$ cat config.mk
export PLATFORM = sky130hd
export DESIGN_NAME = q_updater
export DESIGN_NICKNAME = d
export VERILOG_FILES = /design/src/rtl/q_updater.sv
export SDC_FILE = /design/constraint.sdc
export NUM_CORES = 2
export LEC_CHECK = 0
export CAP_MARGIN = 5
export CORE_ASPECT_RATIO = 2
export CORE_MARGIN = 2
export CORE_UTILIZATION = 50
export CTS_BUF_LIST = sky130_fd_sc_hd__clkbuf_4
export DETAILED_ROUTE_END_ITERATION = 10
export PLACE_DENSITY_LB_ADDON = 0.1
export SLEW_MARGIN = 20
export SYNTH_ARGS = -nofsm -noshare
export SYNTH_HDL_FRONTEND = slang
export SYNTH_SLANG_ARGS = --single-unit
$ cat constraint.sdc
create_clock -name clk -period 15.6 [get_ports clk]
set_input_delay 1.56 -clock clk [delete_from_list [all_inputs] [get_ports clk]]
set_output_delay 1.56 -clock clk [all_outputs]
set_load 0.03 [all_outputs]
$ cat src/rtl/q_updater.sv
// Q-table owner for one intersection: zero-fills the table after reset, then applies
// Q(s,a) += alpha*(R + gamma*maxQ(s') - Q(s,a)) per accepted start and serves a registered row read port.
module q_updater #(
    parameter int NUM_STATES = 16,
    parameter int STATE_W    = 4,
    parameter int ALPHA_SH   = 1,
    parameter int GAMMA_SH   = 3
) (
    input  logic                      clk,
    input  logic                      rst,
    input  logic                      learning,
    input  logic                      start,
    input  logic [STATE_W-1:0]        S,
    input  logic [1:0]                A,
    input  logic signed [31:0]        R,
    input  logic [STATE_W-1:0]        S_next,
    input  logic [STATE_W-1:0]        rd_state,
    output logic signed [31:0]        Q0,
    output logic signed [31:0]        Q1,
    output logic signed [31:0]        Q2,
    output logic signed [31:0]        Q3,
    output logic                      busy,
    output logic                      done
);

    typedef enum logic [2:0] {
        ST_INIT,
        ST_IDLE,
        ST_RD_NEXT,
        ST_MAXQ,
        ST_CALC,
        ST_WR
    } state_t;

    localparam logic signed [35:0] SAT_MAX = 36'sh0_7FFF_FFFF;
    localparam logic signed [35:0] SAT_MIN = 36'shF_8000_0000;

    function automatic logic signed [35:0] sext36(input logic signed [31:0] v);
        return {{4{v[31]}}, v};
    endfunction

    function automatic logic signed [31:0] sat32(input logic signed [35:0] v);
        if (v > SAT_MAX) begin
            return 32'sh7FFF_FFFF;
        end else if (v < SAT_MIN) begin
            return 32'sh8000_0000;
        end
        return v[31:0];
    endfunction

    function automatic logic signed [31:0] max4(
        input logic signed [31:0] a,
        input logic signed [31:0] b,
        input logic signed [31:0] c,
        input logic signed [31:0] d
    );
        logic signed [31:0] m_ab;
        logic signed [31:0] m_cd;
        m_ab = (a > b) ? a : b;
        m_cd = (c > d) ? c : d;
        return (m_ab > m_cd) ? m_ab : m_cd;
    endfunction

    // 36-bit headroom keeps every intermediate exact; only the final result is clamped.
    function automatic logic signed [31:0] calc_qnew(
        input logic signed [31:0] qsa,
        input logic signed [31:0] maxq,
        input logic signed [31:0] rew
    );
        logic signed [35:0] target;
        logic signed [35:0] delta;
        logic signed [35:0] qnew;
        target = sext36(rew) + sext36(maxq) - (sext36(maxq) >>> GAMMA_SH);
        delta  = target - sext36(qsa);
        qnew   = sext36(qsa) + (delta >>> ALPHA_SH);
        return sat32(qnew);
    endfunction

    state_t                r_state;
    state_t                w_next_state;
    logic [STATE_W-1:0]    r_init_cnt;
    logic                  r_done;
    logic                  w_accept;
    logic                  w_init_last;

    logic [STATE_W-1:0]    r_s;
    logic [1:0]            r_a;
    logic signed [31:0]    r_r;
    logic [STATE_W-1:0]    r_sn;

    logic signed [31:0]    r_mem [NUM_STATES][4];
    logic [STATE_W-1:0]    w_rd_addr;
    logic signed [31:0]    r_rd_row_p1 [4];
    logic signed [31:0]    r_maxq_p2;
    logic signed [31:0]    r_qnew_p3;
    logic signed [31:0]    w_pg_row [4];
    logic signed [31:0]    r_q [4];

    always_ff @(posedge clk) begin
        if (rst) begin
            r_state <= ST_INIT;
        end else begin
            r_state <= w_next_state;
        end
    end

    always_comb begin
        w_next_state = r_state;
        case (r_state)
            ST_INIT:    if (w_init_last) w_next_state = ST_IDLE;
            ST_IDLE:    if (start && learning) w_next_state = ST_RD_NEXT;
            ST_RD_NEXT: w_next_state = ST_MAXQ;
            ST_MAXQ:    w_next_state = ST_CALC;
            ST_CALC:    w_next_state = ST_WR;
            ST_WR:      w_next_state = ST_IDLE;
            default:    w_next_state = ST_INIT;
        endcase
    end

    always_comb begin
        busy        = (r_state != ST_IDLE);
        w_accept    = (r_state == ST_IDLE) && start && learning;
        w_init_last = (r_state == ST_INIT) && (r_init_cnt == STATE_W'(NUM_STATES - 1));
    end

    always_ff @(posedge clk) begin
        if (rst) begin
            r_init_cnt <= '0;
            r_done     <= 1'b0;
        end else begin
            if (r_state == ST_INIT) begin
                r_init_cnt <= r_init_cnt + 1'b1;
            end
            r_done <= (r_state == ST_WR);
        end
    end

    always_ff @(posedge clk) begin
        if (w_accept) begin
            r_s  <= S;
            r_a  <= A;
            r_r  <= R;
            r_sn <= S_next;
        end
    end

    // Gated by rst so a reset landing on the WR edge leaves the table untouched.
    always_ff @(posedge clk) begin
        if (!rst) begin
            if (r_state == ST_INIT) begin
                for (int w = 0; w < 4; w++) begin
                    r_mem[r_init_cnt][w] <= '0;
                end
            end else if (r_state == ST_WR) begin
                r_mem[r_s][r_a] <= r_qnew_p3;
            end
        end
    end

    assign w_rd_addr = (r_state == ST_RD_NEXT) ? r_sn : r_s;

    // p1: row S_next (from RD_NEXT) then row S (from MAXQ)
    always_ff @(posedge clk) begin
        for (int w = 0; w < 4; w++) begin
            r_rd_row_p1[w] <= r_mem[w_rd_addr][w];
        end
    end

    // p2: maxQ(s') captured before row S overwrites the read register
    always_ff @(posedge clk) begin
        if (r_state == ST_MAXQ) begin
            r_maxq_p2 <= max4(r_rd_row_p1[0], r_rd_row_p1[1], r_rd_row_p1[2], r_rd_row_p1[3]);
        end
    end

    // p3: saturated Q(s,a) waiting for the WR edge
    always_ff @(posedge clk) begin
        if (r_state == ST_CALC) begin
            r_qnew_p3 <= calc_qnew(r_rd_row_p1[r_a], r_maxq_p2, r_r);
        end
    end

    always_comb begin
        for (int w = 0; w < 4; w++) begin
            w_pg_row[w] = r_mem[rd_state][w];
        end
        if ((r_state == ST_WR) && (rd_state == r_s)) begin
            w_pg_row[r_a] = r_qnew_p3;
        end
    end

    // The table contents are undefined until INIT finishes, so the read port is forced to zero.
    always_ff @(posedge clk) begin
        if (rst || (r_state == ST_INIT)) begin
            for (int w = 0; w < 4; w++) begin
                r_q[w] <= '0;
            end
        end else begin
            for (int w = 0; w < 4; w++) begin
                r_q[w] <= w_pg_row[w];
            end
        end
    end

    assign Q0   = r_q[0];
    assign Q1   = r_q[1];
    assign Q2   = r_q[2];
    assign Q3   = r_q[3];
    assign done = r_done;

endmodule

=== Word-level counts from Yosys, hierarchy flattened ===
Memories as Yosys holds them, arrays and structs flattened. A register that Yosys moved wholly into a read port is not among the register bits.
Index checks and enable logic that the tools add are counted.

* Add/subtract/negate cells: 5
* $mul: 0
* Divide/modulo/power cells: 0
* Magnitude comparators: 7
* Equal/unequal tests: 10
* Shift-type cells: 0
* Mux-type cells: 35
* Bitwise logic cells: 5
* Reduce and logical (&&, ||, !) cells: 10

{| class="wikitable"
|+ Operator list
! kind !! number
|-
| 128-bit two-way mux || 4
|-
| 32-bit two-way mux || 11
|-
| 128-bit bitwise mux || 1
|-
| 128-bit OR reduction || 1
|-
| 32-bit greater-than comparator || 3
|-
| 32-bit demux with 2-bit select || 1
|-
| 32-bit by 34-bit adder with 35-bit output || 1
|-
| 35-bit by 32-bit greater-than comparator with 1-bit output, second input constant || 1
|-
| 35-bit by 32-bit less-than comparator with 1-bit output, second input constant || 1
|-
| 34-bit by 32-bit subtractor with 35-bit output || 1
|-
| 33-bit by 29-bit subtractor with 34-bit output || 1
|-
| 32-bit by 32-bit adder with 33-bit output || 1
|-
| 3-bit case mux with 6 select lines || 1
|-
| 1-bit two-way mux || 12
|-
| 4-bit two-way mux || 2
|-
| 3-bit by 2-bit == test with 1-bit output, second input constant || 2
|-
| 3-bit == test, second input constant || 2
|-
| 1-bit logical AND || 6
|-
| 3-bit two-way mux || 2
|-
| 4-bit by 1-bit adder with 4-bit output, second input constant || 1
|-
| 4-bit == test || 1
|-
| 4-bit == test, second input constant || 1
|-
| 2-bit inequality test, second input constant || 2
|-
| 1-bit bitwise OR || 4
|-
| other kinds (9) || 9
|}

* Register bits: 114
* Latch bits: 0
* Memory bits (writable): 2304
* Memory bits (read-only): 0
* Input port bits: 50
* Word-level logic and storage cells: 84
* Memories kept: 3

{| class="wikitable"
|+ Memory list
! name !! depth !! bits a word !! read ports !! clocked after Yosys merged registers in !! write ports !! RTL line !! source
|-
| r_mem || 16 || 128 || 2 || 0 || 1 || 91 || <nowiki>logic signed [31:0] r_mem [NUM_STATES][4];</nowiki>
|-
| r_q || 4 || 32 || 4 || 0 || 4 || 97 || <nowiki>logic signed [31:0] r_q [4];</nowiki>
|-
| r_rd_row_p1 || 4 || 32 || 5 || 1 || 4 || 93 || <nowiki>logic signed [31:0] r_rd_row_p1 [4];</nowiki>
|}

=== Logic depth before layout (Yosys ltp) ===
* Depth in word-level cells: 9
* Depth in mapped cells: 29
* Depth with buffers taken out: 26

=== Worst setup path after synthesis ===
No wires, ideal clock.

* Kind: register -> register
* From: register (tool-made name)
* To: register r_qnew_p3[2], data pin
* Library setup time: 260 ps
* Arrival time: 6952 ps
* Slack: 8389 ps
* Cell stages (with the launch flop): 29
* Period minus slack after synthesis: 7211 ps
* Cell sequence: dfxtp_1 > clkbuf_1 > clkbuf_1 > mux4_2 > fa_1 > fa_1 > inv_1 > ha_1 > clkbuf_1 > a21oi_1 > o21bai_1 > a221o_1 > a21oi_1 > a21bo_2 > a211o_1 > a31o_2 > a21oi_1 > xnor2_1 > ha_1 > buf_6 > a21o_1 > a21o_1 > a2111oi_2 > o31ai_1 > a211oi_1 > a311oi_4 > o31ai_4 > buf_6 > o21ai_2

{| class="wikitable"
|+ RTL lines
! item !! RTL line !! source
|-
| to (signal assigned) || 179 || <nowiki>r_qnew_p3 <= calc_qnew(r_rd_row_p1[r_a], r_maxq_p2, r_r);</nowiki>
|-
| to (decl) || 95 || <nowiki>logic signed [31:0] r_qnew_p3;</nowiki>
|}

==> run summary <==
status = complete, but fails checks
failing checks = capacitance limit
Max Slew Vio Count = 0
Crit Path Class = flop to flop
Flop pwr share = 54.8%
Vias = 72266
Post-CTS Setup Bufs = 0
Post-Synth Simple-Gate Area = 4.49%
post-synthesis mux area share = 23.7%
Most Frequent Cell on Critical Path = fa_1
sequential fraction of the synthesis area = 61.4%
Primary FF master, synth = edfxtp_1
Setup violations, final = 0
Arr. time, crit path = 9.27 ns
Routed WL = 402000 um
worst rel slew slack = 0.505%
total global-route track usage = 34.7%
commonest non-fill, non-tap cell in the layout = edfxtp_1
Area contributors post-synth = edfxtp_1, mux4_2, dfxtp_1, nand2_1, ha_1
die area = 0.232 sq mm
num rows = 247
clock network power share = 41.0%
Num CTS Buffers = 565
reg2reg setup slack = 7.38 ns
CTS tree = done
most frequent cells in the layout = edfxtp_1, mux4_2, clkbuf_4
LEAKAGE = 45.9 nW
wire length per cell = 38.0 um
Final ANT Viol Nets = 0
Root Buffer = clkbuf_4
CTS clk-pin slew, worst paths = 0.07 ns
Ports = 180
Hold Buf Count CTS = 0
Syn Area/Cell = 17.4 sq um
count of different cell masters after synthesis = 74
Worst Tran Pin Value = 1.49 ns
share of cells above drive strength 1 = 32.7%
grt ovf = 0
largest area contributor in the netlist = edfxtp_1
total negative slack = 0 ns
Switch Pwr = 0.00293 W
Power Internal = 0.00994 W
worst hold path class = flop to flop
Max Cap Violations = 1
Final Instance Area = 0.128 sq mm
dpl cells = 9490
PwrDens = 101 mW/mm^2
Reg2Reg Depth = 27
drt drc = 0
drt pass-1 iters = 8
synthesized net count = 6827
Max VDD drop = 63.1 uV
number of synthesized flops with an enable pin = 2154
H-tree depth = 6
Critical Path Fanout Max = 32
reg2reg end = r_qnew_p3[7]
iteration-0 DRC count of the detailed router = 8427
CTS Buffer Depth = 4
Synth Area in Compound Gates = 4.38%
Die Width = 342 um
worst hold slack = 0.627 ns
crit share post-route = 52.7%
first-pass GRT wire length = 555000 um
largest net degree at the start of global routing = 137
layout overhead on the synthesized area = 12.0%
post-detail-place hpwl = 239000 um
crit path to = r_qnew_p3[7]
clk_skew = 0.117 ns
RSZ-0062 raised after global routing = false
Adder-Cell Fraction of Synth Area = 3.01%
Buffers on Ports = 179
Fmax achieved = 122 MHz
GP Congestion = 1.03
Post-layout nets = 7354
share of the synthesized area in the top cell type = 56.8%
Crit path depth = 27
vias in the first global route = 73575
Initial Util = 50.3%
Comb power frac = 4.1%
Clock Latency Late Sink = 1.34 ns
Critical Path Max Stage Delay = 0.52 ns
Crit. End Element = flop
synth warn = 0
xor/xnor share of the synthesized area = 0.507%
post-CTS resize count = 0
FFs w/ async S/R, synth = 0%
Post-Layout Cell Count = 10584
initial antenna violation count = 65
Placeable Area = 0.227 sq mm
Critical Path RT = 16.65 ns
WP buf/inv = 4
switch share = 22.8%
minimum clock period = 8.22 ns
Area after DPL = 0.120 sq mm
CP max stage cell = buf_4
largest family of logic cells by synthesized area = multiplexers
Hold Vio Cnt, Final = 0
register bit total from synthesis = 2420
setup ws final = 7.38 ns
area of the mapped netlist = 0.114 sq mm
critical path's top delay family = compound AO/OA/AOI/OAI gates
pre-CTS setup slack = 7.43 ns
DR vias/cell = 6.83
clock sink count = 2420
Die Span Y = 679 um
startpoint types = flop
Post-Synthesis Cells = 6543
-- metal layers --
metal / vias to the layer above / GRT usage, % / part of all wire [%]
met5: - / 0 / 0.034
met4: 20 / 23.9 / 7.0
met3: 1064 / 7.65 / 9.7
met2: 4943 / 56.2 / 49
met1: 38161 / 41.5 / 34
li1: 28078 / - / -
-- worst min-delay path, delay by kind of cell (launching register included) --
kind / cells / cell delay, ns
xor+xnor: 1 / 0.17
flops: 1 / 0.37
simple gates: 1 / 0.04
-- through the flow --
stage,power (W),utilization [%]
final,0.0129,56.4
after global routing,0.0133,56.3
after CTS,0.0130,56.3
after detailed placement,0.00773,53.0
after global placement,0.00772,53.0
after floorplan,0.00754,-
-- state kept, by name (all words and copies together) (netlist names), named ones only --
name         flops
r_q            128
r_maxq_p2       32
done             1
r_state          3
r_init_cnt       4
r_sn             4
r_rd_row_p1    128
r_s              4
r_mem         2048
r_a              2
r_r             32
r_qnew_p3       32
-- cells by family after synthesis --
| group | Yosys count |
|---|---|
| AO/OA/AOI/OAI | 745 |
| multiplexers | 1265 |
| AND/OR/NAND/NOR | 1139 |
| flip-flops | 2420 |
| XOR/XNOR | 66 |
| adder cells (fa/ha/maj) | 234 |
| buffers and inverters | 674 |
-- cells in the mapped netlist (16+ instances only) --
library cell and number:
edfxtp_1 2154, mux4_2 1145, nand2_1 649, dfxtp_1 266, clkbuf_1 238, inv_1 233, a21oi_1 211, and2_1 168
ha_1 167, a211oi_1 154, a31oi_1 142, nor2_1 133, mux2i_1 112, buf_2 88, buf_1 71, fa_1 67
a21o_1 65, nand3_1 47, o21ai_0 41, buf_4 37, xnor2_1 35, o21ai_2 31, xor2_1 31, nor2b_1 29
nand4_1 26, nor3_1 22, and3_1 21, a311oi_1 16
-- worst min path at each step --
stage,from,end,slack (ns),depth (start not counted)
2_1_floorplan,r_qnew_p3[5],r_q[3][5],0.54,2
5_1_grt,r_init_cnt[1],r_init_cnt[1],0.67,2
3_5_place_dp,r_init_cnt[1],r_init_cnt[1],0.60,2
6_report,r_init_cnt[3],r_init_cnt[3],0.63,2
4_1_cts,S[1],r_s[1],0.58,1
3_3_place_gp,r_init_cnt[1],r_init_cnt[1],0.57,2
-- power by group through the flow --
stage | logic [W] | registers [W] | clock network (W)
after floorplan | 0.000351 | 0.00719 | 0
after global placement | 0.000531 | 0.00719 | 0
after detailed placement | 0.000532 | 0.00720 | 0
after CTS | 0.000533 | 0.00706 | 0.00539
after global routing | 0.000554 | 0.00706 | 0.00566
final | 0.000532 | 0.00706 | 0.00528
-- layout make-up --
type	count	area, sq um
timing repair buffer	401	3640
clock inverter	177	1060
fill	17755	98900
multi-input combinational	3449	41900
clock buffer	838	6290
tap	2988	3740
sequential	2420	70000
antenna	78	195
inverter	233	875
Power figures use the tool's default switching activity.
